[src/rtl/mem_stage_pkg.sv]
// Shared definitions for the memory-access pipeline stage: mem_ctrl bit
// positions, access size encodings and the data-memory handshake states.
package mem_stage_pkg;

    localparam int CTRL_LOAD  = 4;
    localparam int CTRL_STORE = 3;
    localparam int CTRL_UNS   = 2;

    localparam logic [1:0] MEM_BYTE = 2'b00;
    localparam logic [1:0] MEM_HALF = 2'b01;
    localparam logic [1:0] MEM_WORD = 2'b10;

    typedef enum logic [1:0] {
        IDLE = 2'b00,
        WAIT = 2'b01,
        DONE = 2'b10
    } mem_state_t;

endpackage

[src/rtl/mem_align.sv]
// Combinational lane logic for data-memory accesses: byte enables, store
// replication, load extraction/extension and misalignment detection.
module mem_align
    import mem_stage_pkg::*;
(
    input  logic [1:0]  addr_lo,
    input  logic [1:0]  size,
    input  logic        uns,
    input  logic [31:0] st_din,
    input  logic [31:0] ld_word,
    output logic [3:0]  be,
    output logic [31:0] st_data,
    output logic [31:0] ld_data,
    output logic        misalign
);

    logic [7:0]  lane8;
    logic [15:0] lane16;

    always_comb begin
        lane8    = ld_word[7:0];
        lane16   = addr_lo[1] ? ld_word[31:16] : ld_word[15:0];
        be       = 4'b1111;
        st_data  = st_din;
        ld_data  = ld_word;
        misalign = 1'b0;

        unique case (addr_lo)
            2'd0:    lane8 = ld_word[7:0];
            2'd1:    lane8 = ld_word[15:8];
            2'd2:    lane8 = ld_word[23:16];
            default: lane8 = ld_word[31:24];
        endcase

        // Size 2'b11 is not a legal encoding; it behaves as a word access.
        unique case (size)
            MEM_BYTE: begin
                be      = 4'b0001 << addr_lo;
                st_data = {4{st_din[7:0]}};
                ld_data = uns ? {24'b0, lane8} : {{24{lane8[7]}}, lane8};
            end
            MEM_HALF: begin
                be       = addr_lo[1] ? 4'b1100 : 4'b0011;
                st_data  = {2{st_din[15:0]}};
                ld_data  = uns ? {16'b0, lane16} : {{16{lane16[15]}}, lane16};
                misalign = addr_lo[0];
            end
            default: begin
                be       = 4'b1111;
                st_data  = st_din;
                ld_data  = ld_word;
                misalign = |addr_lo;
            end
        endcase
    end

endmodule

[src/rtl/mem_stage.sv]
// Memory-access pipeline stage: EX/MEM register, single-outstanding dmem
// req/ack FSM with timeout, MEM/WB register. MEM_MISALIGN_TRAP_EN traps misaligned accesses.
//
// state | meaning
// IDLE  | no access pending; zero-wait accesses complete here
// WAIT  | request outstanding, counting wait cycles toward timeout
// DONE  | one-cycle drain of an aborted access, request dropped
module mem_stage
    import mem_stage_pkg::*;
#(
    parameter int DMEM_TIMEOUT = 15
) (
    input  logic        clk,
    input  logic        rst,
    input  logic [31:0] EX_alu_res,
    input  logic [31:0] EX_mem_din,
    input  logic        EX_vld,
    input  logic        EX_alu_busy,
    input  logic [4:0]  EX_mem_ctrl,
    input  logic [4:0]  EX_rd,
    input  logic        EX_rd_we,
    output logic        dmem_req,
    output logic        dmem_we,
    output logic [31:0] dmem_addr,
    output logic [3:0]  dmem_be,
    output logic [31:0] dmem_wdata,
    input  logic        dmem_ack,
    input  logic [31:0] dmem_rdata,
    output logic [31:0] MEM_data,
    output logic        MEM_busy,
    output logic [31:0] MEM_WB_data,
    output logic [4:0]  MEM_WB_rd,
    output logic        MEM_WB_we,
    output logic        MEM_WB_vld,
    output logic        MEM_WB_err
);

    localparam int CNT_W = $clog2(DMEM_TIMEOUT + 1);
    localparam logic [CNT_W-1:0] CNT_MAX = CNT_W'(DMEM_TIMEOUT);

    logic [31:0]    ex_alu_res;
    logic [31:0]    ex_din;
    logic           ex_vld;
    logic [4:0]     ex_ctrl;
    logic [4:0]     ex_rd;
    logic           ex_rd_we;

    mem_state_t     state, state_nxt;
    logic [CNT_W-1:0] cnt, cnt_nxt;

    logic [3:0]     be;
    logic [31:0]    st_data;
    logic [31:0]    ld_data;
    logic           misalign;
    logic           trap;
    logic           mem_op;
    logic           is_store;
    logic           is_load;
    logic           abort;

    mem_align u_align (
        .addr_lo  (ex_alu_res[1:0]),
        .size     (ex_ctrl[1:0]),
        .uns      (ex_ctrl[CTRL_UNS]),
        .st_din   (ex_din),
        .ld_word  (dmem_rdata),
        .be       (be),
        .st_data  (st_data),
        .ld_data  (ld_data),
        .misalign (misalign)
    );

    // Store wins when both load and store bits are set.
    assign is_store = ex_ctrl[CTRL_STORE];
    assign is_load  = ex_ctrl[CTRL_LOAD] & ~is_store;

`ifdef MEM_MISALIGN_TRAP_EN
    assign trap = ex_vld & (is_load | is_store) & misalign;
`else
    logic unused_misalign;
    assign unused_misalign = misalign;
    assign trap = 1'b0;
`endif

    assign mem_op     = ex_vld & (is_load | is_store) & ~trap;
    assign abort      = (state == DONE);
    assign dmem_req   = mem_op & ~abort;
    assign MEM_busy   = mem_op & ~dmem_ack & ~abort;
    assign dmem_we    = dmem_req & is_store;
    assign dmem_be    = dmem_we ? be : 4'b0000;
    assign dmem_addr  = {ex_alu_res[31:2], 2'b00};
    assign dmem_wdata = st_data;
    assign MEM_data   = ex_alu_res;

    always_ff @(posedge clk or negedge rst) begin
        if (!rst) begin
            ex_alu_res <= '0;
            ex_din     <= '0;
            ex_vld     <= 1'b0;
            ex_ctrl    <= '0;
            ex_rd      <= '0;
            ex_rd_we   <= 1'b0;
        end else if (!MEM_busy) begin
            ex_alu_res <= EX_alu_res;
            ex_din     <= EX_mem_din;
            ex_vld     <= EX_vld & ~EX_alu_busy;
            ex_ctrl    <= EX_mem_ctrl;
            ex_rd      <= EX_rd;
            ex_rd_we   <= EX_rd_we;
        end
    end

    always_ff @(posedge clk or negedge rst) begin
        if (!rst) begin
            state <= IDLE;
            cnt   <= '0;
        end else begin
            state <= state_nxt;
            cnt   <= cnt_nxt;
        end
    end

    always_comb begin
        state_nxt = state;
        cnt_nxt   = cnt;
        unique case (state)
            IDLE: begin
                if (mem_op && !dmem_ack) begin
                    state_nxt = WAIT;
                    cnt_nxt   = '0;
                end
            end
            WAIT: begin
                if (!mem_op || dmem_ack) begin
                    state_nxt = IDLE;
                end else begin
                    if (cnt != CNT_MAX) cnt_nxt = cnt + CNT_W'(1);
                    if (cnt_nxt == CNT_MAX) state_nxt = DONE;
                end
            end
            DONE:    state_nxt = IDLE;
            default: state_nxt = IDLE;
        endcase
    end

    // A stalled cycle leaves a bubble in MEM/WB; data and rd keep their last value.
    always_ff @(posedge clk or negedge rst) begin
        if (!rst) begin
            MEM_WB_data <= '0;
            MEM_WB_rd   <= '0;
            MEM_WB_we   <= 1'b0;
            MEM_WB_vld  <= 1'b0;
            MEM_WB_err  <= 1'b0;
        end else if (MEM_busy) begin
            MEM_WB_we   <= 1'b0;
            MEM_WB_vld  <= 1'b0;
            MEM_WB_err  <= 1'b0;
        end else begin
            MEM_WB_data <= is_load ? ld_data : ex_alu_res;
            MEM_WB_rd   <= ex_rd;
            MEM_WB_we   <= ex_rd_we & ex_vld & ~abort & ~trap;
            MEM_WB_vld  <= ex_vld;
            MEM_WB_err  <= ex_vld & (abort | trap);
        end
    end

endmodule

[config.mk]
export PLATFORM = sky130hd
export DESIGN_NAME = mem_stage
export DESIGN_NICKNAME = d
export VERILOG_FILES = /design/src/rtl/mem_stage_pkg.sv /design/src/rtl/mem_align.sv /design/src/rtl/mem_stage.sv
export SDC_FILE = /design/constraint.sdc
export NUM_CORES = 1
export LEC_CHECK = 0
export ABC_AREA = 1
export CORE_MARGIN = 5
export CORE_UTILIZATION = 25
export CTS_CLUSTER_DIAMETER = 50
export CTS_CLUSTER_SIZE = 16
export DETAILED_ROUTE_END_ITERATION = 10
export GPL_ROUTABILITY_DRIVEN = 0
export PLACE_DENSITY = 0.51
export SLEW_MARGIN = 30
export SYNTH_ARGS = -nofsm -noshare
export SYNTH_HDL_FRONTEND = slang
export SYNTH_SLANG_ARGS = --single-unit
[constraint.sdc]
create_clock -name clk -period 2 [get_ports clk]
set_input_delay 0.3 -clock clk [delete_from_list [all_inputs] [get_ports clk]]
set_output_delay 0.3 -clock clk [all_outputs]
set_load 0.005 [all_outputs]
Word-level counts from Yosys, hierarchy flattened
Index checks and enable logic that the tools add are counted.
{ "word_totals": {"regBits": 122, "latchBits": 0, "ram_bits": 0, "rom_bits": 0, "inputBits": 112, "out_inout_bits": 143, "word_cells": 73, "n_memories": 0} }
{ "classes": {"n_addsub": 1, "multipliers": 0, "div_mod_pow": 0, "order_cmp": 0, "n_eq_ne": 10, "n_shift": 1, "muxes": 23, "n_bitwise": 15, "n_reduce_logical": 10} }
{ "op_table": {"columns": ["operator", "n"], "rows": [
  ["$pmux 32 s2", 2],
  ["$mux 32", 3],
  ["$mux 4", 7],
  ["$pmux 8 s3", 1],
  ["$mux 16", 1],
  ["$pmux 4 s2", 2],
  ["$and 1x1->1", 10],
  ["$eq 2x1->1 const B", 3],
  ["$logic_not 2->1", 3],
  ["$mux 2", 3],
  ["$add 4x1->4 const B", 1],
  ["$eq 2x2->1 const B", 2],
  ["$eq 4x4->1 const B", 1],
  ["$ne 2x2->1 const B", 2],
  ["$ne 4x4->1 const B", 1],
  ["$not 1->1", 4],
  ["$pmux 2 s2", 1],
  ["$shl 1x2->4 const A", 1],
  ["$mux 1", 3],
  ["$ne 3x3->1 const B", 1],
  ["$reduce_and 3->1", 1],
  ["$logic_not 1->1", 2],
  ["$reduce_and 2->1", 1],
  ["$reduce_bool 2->1", 1],
  ["3 further kinds", 3]
]} }

Logic depth before layout (Yosys ltp)
Gate-level depths: netlist (run 1).
{ "depth": {"ltp_word": 12, "mapped_depth": 11, "mapped_depth_nobuf": 9} }

Hierarchy
From an unflattened synthesis (run 1), not the netlist that was laid out.
{ "hier_totals": {"hier_cells": 941, "hier_area_um2": 6754.0} }
{ "modules_own_cells": {"columns": ["module", "instances", "cells_each", "area_each_um2", "seq_area_each_um2"], "rows": [
  ["mem_stage", 1, 664, 5372.7, 3052.9],
  ["mem_align", 1, 277, 1381.3, 0.0]
]} }

Least setup slack after synthesis (run 1)
No wires, ideal clock.
{ "synth_timing": {"kind": "register -> output", "from": "register ex_ctrl[1]", "to": "output port dmem_wdata[24]", "t_arrival_ns": 1.236, "required_time_ns": 1.700, "slack_ns": 0.464, "stages_incl_launch_ff": 6, "n_path_buf": 2, "cell_sequence": "dfrtp_1 buf_2 clkinv_4 clkbuf_1 nand2_1 o221ai_1"} }
{ "synth_between": {"elab_chain_cells": 2, "elab_cells_between_ends": 3, "classes_between": "eq/ne (1); mux (1); reduce/logical (1)"} }
{ "synth_lines": {"columns": ["element", "line", "text"], "rows": [
  ["start, declared", "mem_stage.sv:44", "logic [4:0] ex_ctrl;"],
  ["start signal, assigned", "mem_stage.sv:107", "ex_ctrl <= EX_mem_ctrl;"],
  ["$eq 2x1->1 or $logic_not 2->1 (tied branches)", "mem_align.sv:36", "unique case (size)"],
  ["$pmux 32 s2 *", "mem_align.sv:36", null],
  ["end, declared", "mem_stage.sv:26", "output logic [31:0] dmem_wdata,"]
]} }
Mark *: on every way between the ends. The rest lies on a longest branch, timed or not.

Worst setup path after layout (run 1)
{ "layout_timing": {"from": "register state[1]", "to": "output port dmem_be[1]"} }
{ "layout_between": {"elab_chain_cells": 5} }
{ "layout_lines": {"columns": ["element", "line", "text"], "rows": [
  ["start, declared", "mem_stage.sv:48", "mem_state_t state, state_nxt;"],
  ["start signal, assigned", "mem_stage.sv:118", "state <= state_nxt;"],
  ["$eq 2x2->1", "mem_stage.sv:86", "assign abort = (state == DONE);"],
  ["$not 1->1", "mem_stage.sv:87", "assign dmem_req = mem_op & ~abort;"],
  ["$and 1x1->1", "mem_stage.sv:87", null],
  ["$and 1x1->1", "mem_stage.sv:89", "assign dmem_we = dmem_req & is_store;"],
  ["$mux 4", "mem_stage.sv:90", "assign dmem_be = dmem_we ? be : 4'b0000;"],
  ["end, declared", "mem_stage.sv:25", "output logic [3:0] dmem_be,"]
]} }
No other way between the ends.

==> results.sh, run 1 <==
export IMPL_postLayoutCoreUtil_pct=39.7
export IMPL_violations="negative setup slack"
export IMPL_yosysMostFrequentCell="nand2_1"
export IMPL_cts_buffer_depth=2
export IMPL_crit_start="state[1]"
export IMPL_cts_buffers=17
export IMPL_synth_xor_xnor_area_share_pct=0.139
export IMPL_hold_class="in2async"
export IMPL_grt_max_degree=62
export IMPL_arrival_ps=1760
export IMPL_num_vias=6078
export IMPL_crit_type="reg2out"
export IMPL_cp_max_fo=4
export IMPL_num_rows=58
export IMPL_cts_tree="built"
export IMPL_grt_total_usage_pct=15.5
export IMPL_antenna_found_initial=4
export IMPL_wirelength_um=22500
export IMPL_drcViolationCount=0
export IMPL_finalClockSkew_ps=7.27
export IMPL_irDropWorstVdd_mv=0.425
export IMPL_synth_compound_area_share_pct=13.9
export IMPL_yosys_area_share_simple_pct=23.1
export IMPL_synthArstFlopShare_pct=100
export IMPL_grt_pass1_wl_um=34000
export IMPL_crit_chain="inv_2 > nor2_2 > nor2_2 > buf_4 > nand2_4 > buf_6 > a211oi_2 > buf_4 > buf_6"
export IMPL_vias_per_cell=4.33
export IMPL_max_freq_ghz=0.486
export IMPL_die_h_um=169
export IMPL_start_kind="flip-flop"
export IMPL_core_area_mm2=0.0250
export IMPL_synth_fa_ha_area_share_pct=0.199
export IMPL_avgSynthCellArea_um2=7.71
export IMPL_start_util_pct=25.2
export IMPL_firstDrtPassIters=5
export IMPL_finalCriticalPeriod_ps=2060
export IMPL_yosysTopAreaCellShare_pct=48.6
export IMPL_synthMuxAreaShare_pct=0
export IMPL_root_buffer="clkbuf_16"
export IMPL_post_dp_hpwl_um=17000
export IMPL_cts_htree_levels=4
export IMPL_min_period_over_period_pct=103
export IMPL_worstSetupEndpointType="output pin"
export IMPL_max_stage_delay_ps=390
export IMPL_timing_rr_start="MEM_data[0]"
export IMPL_yosys_most_used_dff="dfrtp_1"
export IMPL_setup_violations_final=1
export IMPL_drive_gt1_share_pct=11.7
export IMPL_synth_top_family_by_area="simple AND/OR/NAND/NOR gates"
export IMPL_setup_slack_ps=-59.6
export IMPL_cp_slowest_cell="dfrtp_1"
export IMPL_maxCapViolCount=0
export IMPL_powerDensity_mw_per_mm2=848
export IMPL_critPathRequiredTime_ps=1700
export IMPL_drt_initial_drc_count=305
export IMPL_finalPower_uw=8400
export IMPL_cts_num_sinks=122
export IMPL_synth_edff_count=0
export IMPL_synth_largest_area_cell="dfrtp_1"
export IMPL_wl_per_cell_um=16.0
export IMPL_fin_nets=1171
export IMPL_syn_area_mm2=0.00628
export IMPL_tns_ps=-59.6
export IMPL_yosysSeqAreaShare_pct=48.6
export IMPL_clk_pin_slew_worst_paths_ps=50
export IMPL_synth_area_leaders="dfrtp_1 49%, nand2_1 17%, o21ai_0 6.7%, inv_1 5.2%, buf_4 5.0%"
export IMPL_worst_skew_pair_late_latency_ps=410
export IMPL_final_max_slew_violation_count=0
export IMPL_synth_common_cells="281 x nand2_1, 122 x dfrtp_1, 87 x inv_1"
export IMPL_rsz0062_at_grt="true"
export IMPL_finalHoldViolations=0
export IMPL_portBuffers=252
export IMPL_ys_seq_elements=122
export IMPL_grt_pass1_vias=5895
export IMPL_postRouteAntennaNets=0
export IMPL_status="complete, but fails checks"
export IMPL_yosys_warnings=0
export IMPL_overflow=0
export IMPL_die_w_um=169
export IMPL_syn2layout_area_growth_pct=57.6
export IMPL_syn_inst=815
export IMPL_design_die_area_mm2=0.0284
export IMPL_ios=255
export IMPL_p_leak_uw=0.00473
export IMPL_ys_types=30
==> cells by family (layout without fill, tap and decap cells) <==
logic type / Yosys count / count (layout)
buf+inv: 175 / 430
other cells: 1 / 5
simple gates: 350 / 350
xor+xnor: 1 / 1
fa+ha+maj: 1 / 1
flops: 122 / 122
compound gates: 165 / 165
==> sequential cells by signal (all words and copies together) (netlist names) <==
register and flops:
MEM_WB_err 1, ex_rd 5, MEM_WB_rd 5, cnt 4, MEM_WB_vld 1, MEM_WB_we 1
MEM_WB_data 32, ex_din 32, MEM_data 32, ex_rd_we 1, ex_ctrl 5, ex_vld 1
state 2
==> final timing paths <==
kind | endpoint | slack (ps) | cells past startpoint
max in group asynchronous | MEM_data[1] | 1100 | 3
max reg2reg | MEM_WB_data[9] | 190 | 8
min in group clk | ex_rd[0] | 420 | 3
min reg2reg | MEM_WB_data[27] | 470 | 2
min | ex_din[21] | 350 | 2
max | dmem_be[1] | -60 | 9
==> power by group <==
group / leakage (uW) / switching (uW) / internal (uW)
combinational: 0.00296 / 953 / 1130
clock: 0.000312 / 1090 / 2270
sequential: 0.00146 / 189 / 2760
==> layout by cell type, fill, tap and decap left out, types with 5 or more instances in the layout <==
cell	count
a21oi_1	59
buf_12	8
buf_2	5
buf_4	44
bufinv_16	5
clkbuf_1	5
clkbuf_16	17
clkdlybuf4s15_1	6
clkdlybuf4s50_1	220
dfrtp_1	121
dlygate4sd2_1	15
inv_1	85
nand2_1	276
nand3_1	31
nand4_1	7
nor2_1	16
o21ai_0	83
o221ai_1	8
o22ai_1	5
==> timing repair <==
item,CTS,global route
hold buffers,1,0
buffers inserted,12,4
gates resized for setup,71,17
hold endpoints to repair,29,0
setup endpoints to repair,31,17
pin swaps,2,4
cloned,1,0
==> critical path, delay by kind of cell, from the launching register on <==
kind / cells / cell delay [ps]
AND/OR/NAND/NOR: 3 / 220
buffers and inverters: 5 / 550
flip-flops: 1 / 390
AO/OA/AOI/OAI: 1 / 180
==> final cells by class <==
| type | count | area [um2] |
|---|---|---|
| antenna | 3 | 7.51 |
| clock buffer | 24 | 472 |
| clock inverter | 8 | 165 |
| fill | 2592 | 15100 |
| inverter | 91 | 352 |
| multi-input combinational | 519 | 2430 |
| sequential | 122 | 3050 |
| tap | 330 | 413 |
| timing repair buffer | 307 | 3010 |
==> per-layer routing <==
metal / vias to the layer above / global-route usage (%) / wire, um
met5: - / 0 / 33
met4: 4 / 5.05 / 419
li1: 3028 / - / -
met2: 152 / 25.4 / 10900
met1: 2870 / 19.7 / 9820
met3: 24 / 4.51 / 1300
==> per-stage QoR <==
step | cells | area (um2) | setup WS [ps] | hold WS, ps
2_1_floorplan | 816 | 6290 | 464 | 4.41
3_3_place_gp | 1352 | 9090 | -49.6 | 214
3_5_place_dp | 1352 | 9090 | -45.7 | 214
4_1_cts | 1398 | 9860 | -38.2 | 349
5_1_grt | 1403 | 9900 | -152 | 363
6_report | 1404 | 9900 | -59.6 | 353
No activity file was read; power rests on OpenSTA's default activity.
==> run 2: changes to the inputs <==
Settings changed: GPL_ROUTABILITY_DRIVEN 0 to not set, SKIP_CTS_REPAIR_TIMING set to 1.
==> results.sh, run 2 (same netlist as run 1, synthesis figures left out) <==
export IMPL_status="finished, final reports clean"
export IMPL_final_cells=1395
export IMPL_p_leak_uw=0.00498
export IMPL_num_rows=58
export IMPL_antenna_found_initial=4
export IMPL_drive_gt1_share_pct=9.97
export IMPL_die_w_um=169
export IMPL_min_period_over_period_pct=99.4
export IMPL_dpl_worst_slack_ps=-45.7
export IMPL_start_util_pct=25.2
export IMPL_finalCriticalPeriod_ps=1990
export IMPL_clk_pin_slew_worst_paths_ps=60
export IMPL_reg2reg_to="MEM_WB_data[9]"
export IMPL_gp_congestion=0.818
export IMPL_portBuffers=252
export IMPL_grt_total_usage_pct=15.3
export IMPL_postRouteAntennaNets=0
export IMPL_worstSetupEndpointType="output pin"
export IMPL_final_cell_mix="278 x nand2_1, 220 x clkdlybuf4s50_1, 120 x dfrtp_1"
export IMPL_arrival_ps=1690
export IMPL_root_buffer="clkbuf_16"
export IMPL_r2r_slack_ps=150
export IMPL_final_max_slew_violation_count=0
export IMPL_wl_met2_um=11000
export IMPL_start_kind="flip-flop"
export IMPL_setup_slack_ps=12.3
export IMPL_rr_worst_depth=8
export IMPL_wl_met3_um=1310
export IMPL_grt_max_degree=62
export IMPL_ios=255
export IMPL_finalPower_uw=8400
export IMPL_timing_rr_start="MEM_data[0]"
export IMPL_grt_pass1_vias=5821
export IMPL_wl_per_cell_um=16.1
export IMPL_drt_met1_wl_um=9770
export IMPL_cts_num_sinks=122
export IMPL_firstDrtPassIters=7
export IMPL_place_inst=1352
export IMPL_maxCapViolCount=0
export IMPL_critPathRequiredTime_ps=1700
export IMPL_die_h_um=169
export IMPL_final_common_cell="nand2_1"
export IMPL_cts_tree="built"
export IMPL_finalHoldViolations=0
export IMPL_overflow=0
export IMPL_vias_per_cell=4.33
export IMPL_wirelength_um=22400
export IMPL_design_die_area_mm2=0.0284
export IMPL_syn2layout_area_growth_pct=58.3
export IMPL_setup_violations_final=0
export IMPL_irDropWorstVdd_mv=0.427
export IMPL_core_area_mm2=0.0250
export IMPL_cp_max_fo=4
export IMPL_top_layer="met5"
export IMPL_powerDensity_mw_per_mm2=845
export IMPL_crit_type="reg2out"
export IMPL_worst_skew_pair_late_latency_ps=410
export IMPL_max_freq_ghz=0.503
export IMPL_cts_buffers=17
export IMPL_num_vias=6038
export IMPL_drcViolationCount=0
export IMPL_post_dp_hpwl_um=17000
export IMPL_drt_initial_drc_count=319
export IMPL_fin_nets=1163
export IMPL_hold_class="in2async"
export IMPL_grt_pass1_wl_um=33600
export IMPL_cts_buffer_depth=2
export IMPL_cts_htree_levels=4
export IMPL_finalClockSkew_ps=6.00
export IMPL_rsz0062_at_grt="true"
==> run 2: cell types whose count changed in the layout (fill, tap and decap cells not counted), moves of 3 or more <==
cell             delta
o21ai_0             -3
clkdlybuf4s15_1     -6
o21ai_1             +3
buf_2               -5
dlymetal6s2s_1     +29
dlygate4sd2_1      -15
buf_4               -8
==> run 2: worst max path at each step <==
stage          cells after the start       start  slack, ps             end
6_report                           7      ex_vld         10      dmem_be[1]
5_1_grt                            7      ex_vld        -90      dmem_be[1]
4_1_cts                            6      ex_vld       -450      dmem_be[2]
3_5_place_dp                       5    dmem_ack        -50        MEM_busy
3_3_place_gp                       5    dmem_ack        -50        MEM_busy
2_1_floorplan                      5  ex_ctrl[1]        460  dmem_wdata[24]
==> run 2: through the flow <==
stage	TNS (ps)	util, %	hold WS, ps	area [um2]
CTS	-8120	39.0	-232	9730
global route	-125	39.9	363	9950
global placement	-49.6	36.4	214	9090
finish	0	39.9	352	9950
detailed placement	-45.7	36.4	214	9090
floorplan	0	-	4.41	6290
==> run 2: final cells by class <==
class / count / area, um2
Antenna cell: 2 / 5.00
Clock buffer: 24 / 472
Clock inverter: 8 / 165
Fill cell: 2581 / 15000
Inverter: 91 / 352
Multi-Input combinational cell: 519 / 2410
Sequential cell: 122 / 3060
Tap cell: 330 / 413
Timing Repair Buffer: 299 / 3070
==> run 2: per-layer routing <==
metal | GRT usage, % | vias to the layer above
li1 | - | 3009
met1 | 19.6 | 2857
met2 | 24.7 | 150
met3 | 4.51 | 18
met4 | 5.58 | 4
met5 | 0 | -
==> run 2: worst max-delay path: stages, from the launching register on <==
cell and delay (ps):
dfrtp_1 410, o21ai_2 80, nor2_2 150, nand2_2 130, buf_6 140, a211oi_2 130
buf_4 140, buf_4 100
==> run 2: power breakdown <==
part | switching (uW) | leakage (uW) | internal, uW
sequential | 191 | 0.00146 | 2760
clock | 1090 | 0.000312 | 2270
combinational | 943 | 0.00321 | 1140
==> run 3: changes to the inputs <==
Settings changed: DONT_BUFFER_PORTS set to 1, PLACE_DENSITY 0.51 to 0.38.
==> results.sh, run 3 (same netlist as run 1, synthesis figures left out) <==
export IMPL_overflow=0
export IMPL_clk_pin_slew_worst_paths_ps=60
export IMPL_r2r_slack_ps=200
export IMPL_worst_hold_slack_ps=-422
export IMPL_max_stage_delay_ps=510
export IMPL_ios=255
export IMPL_maxCapViolCount=0
export IMPL_reg2reg_to="MEM_WB_data[8]"
export IMPL_portBuffers=0
export IMPL_cts_buffer_depth=2
export IMPL_post_dp_hpwl_um=15300
export IMPL_p_seq_share_pct=41.2
export IMPL_nFillCells=2752
export IMPL_finalPower_uw=7390
export IMPL_finalCriticalPeriod_ps=1960
export IMPL_antenna_found_initial=1
export IMPL_root_buffer="clkbuf_16"
export IMPL_critPathRequiredTime_ps=1700
export IMPL_crit_type="reg2out"
export IMPL_p_leak_uw=0.00363
export IMPL_final_cell_mix="279 x nand2_1, 120 x dfrtp_1, 86 x inv_1"
export IMPL_cts_htree_levels=4
export IMPL_cts_buffers=17
export IMPL_rsz0062_at_grt="true"
export IMPL_finalClockSkew_ps=11.1
export IMPL_finalHoldViolations=123
export IMPL_hold_class="in2async"
export IMPL_violations="negative hold slack"
export IMPL_tns_ps=0
export IMPL_firstDrtPassIters=6
export IMPL_timing_rr_start="MEM_data[0]"
export IMPL_grt_total_usage_pct=14.8
export IMPL_final_max_slew_violation_count=0
export IMPL_layout_area_seq_mm2=0.00306
export IMPL_core_area_mm2=0.0250
export IMPL_grt_max_degree=123
export IMPL_die_h_um=169
export IMPL_min_period_over_period_pct=97.8
export IMPL_drt_met1_wl_um=9650
export IMPL_vias_per_cell=4.49
export IMPL_wl_per_cell_um=18.4
export IMPL_wl_met2_um=9770
export IMPL_top_layer="met4"
export IMPL_start_kind="flip-flop"
export IMPL_cts_tree="built"
export IMPL_worst_pin_slew_ps=630
export IMPL_internal_power_uw=5200
export IMPL_crit_family="flip-flops"
export IMPL_cp_max_fo=14
export IMPL_worstSetupEndpointType="output pin"
export IMPL_multi_input_comb_area_mm2=0.00242
export IMPL_cp_slowest_cell="dfrtp_2"
export IMPL_worst_skew_pair_late_latency_ps=410
export IMPL_cp_num_buf_inv=2
export IMPL_setup_violations_final=0
export IMPL_p_switching_uw=2190
export IMPL_arrival_ps=1660
export IMPL_grt_pass1_vias=5171
export IMPL_gp_congestion=0.800
export IMPL_antenna_cells=0
export IMPL_num_vias=5158
export IMPL_postLayoutCoreUtil_pct=29.7
export IMPL_die_w_um=169
export IMPL_crit_chain="inv_1 > nand2_1 > a211oi_4 > buf_4"
export IMPL_grt_pass1_wl_um=32300
export IMPL_rr_worst_depth=7
export IMPL_irDropWorstVdd_mv=0.413
export IMPL_comb_power_share_pct=14.6
export IMPL_max_freq_ghz=0.511
export IMPL_start_util_pct=25.2
export IMPL_drt_initial_drc_count=417
export IMPL_drive_gt1_share_pct=12.1
export IMPL_design_die_area_mm2=0.0284
export IMPL_final_common_cell="nand2_1"
export IMPL_slew_headroom_pct=57.6
export IMPL_cts_num_sinks=122
export IMPL_postRouteAntennaNets=0
export IMPL_fin_nets=920
export IMPL_syn2layout_area_growth_pct=17.9
export IMPL_num_rows=58
export IMPL_status="complete, but fails checks"
export IMPL_pwr_share_clk_pct=44.3
export IMPL_wirelength_um=21200
export IMPL_wl_met3_um=1550
export IMPL_powerDensity_mw_per_mm2=997
export IMPL_drcViolationCount=0
export IMPL_power_switching_share_pct=29.7
run 3: cell types whose count changed in the layout (fill, tap and decap cells not counted), moves of 2 or more:
cell             change
dlymetal6s2s_1      -29
clkdlybuf4s50_1    -220
buf_4                -6
clkinvlp_4           +6
clkinv_2             -2
dlygate4sd3_1       +18
buf_12               -4
o221ai_2             +2
diode_2              -2
bufinv_16            -2
clkbuf_1             -5
o221ai_1             -2
clkinv_4             +3
run 3: worst register-to-register path: cells and delay by family (launching register included):
family	cells	cell delay [ps]
simple gates	6	1100
compound gates	1	120
flops	1	520
run 3: worst max path at each step:
stage / cells past startpoint / end / slack, ps / startpoint
floorplan: 5 / dmem_wdata[24] / 460 / ex_ctrl[1]
global placement: 7 / MEM_WB_data[15] / 250 / MEM_data[1]
detailed placement: 7 / MEM_WB_data[8] / 170 / MEM_data[1]
CTS: 6 / dmem_be[1] / -230 / state[1]
global route: 6 / dmem_be[1] / -30 / ex_ctrl[1]
finish: 4 / dmem_be[1] / 40 / MEM_data[1]
run 3: layer usage:
layer / GRT usage [%] / vias to the layer above
met1: 19.9 / 2466
met3: 5.14 / 10
met4: 3.85 / 0
met5: 0 / -
li1: - / 2525
met2: 22.7 / 157
run 3: power groups by stage:
| stage | logic, uW | clock network [uW] | registers, uW |
|---|---|---|---|
| after floorplan | 836 | 0 | 2970 |
| after global placement | 977 | 0 | 3090 |
| after detailed placement | 973 | 0 | 3090 |
| after CTS | 978 | 3360 | 3050 |
| after global routing | 1240 | 3460 | 3090 |
| final | 1080 | 3270 | 3040 |
run 3: final cells by class:
class	count	share of cell area [%]
timing repair buffer	56	7.38
clock inverter	13	2.26
multi-input combinational	519	32.7
tap	330	5.57
sequential	122	41.2
clock buffer	19	6.11
inverter	91	4.76
run 3: through the flow:
stage          cell area (um2)  setup slack [ps]  hold slack (ps)  std cells
2_1_floorplan             6290               464             4.41        816
3_3_place_gp              6390               246             8.83       1085
3_5_place_dp              6390               175             8.94       1085
4_1_cts                   7010              -231             -448       1117
5_1_grt                   7410             -25.9             -450       1150
6_report                  7410              43.4             -422       1150
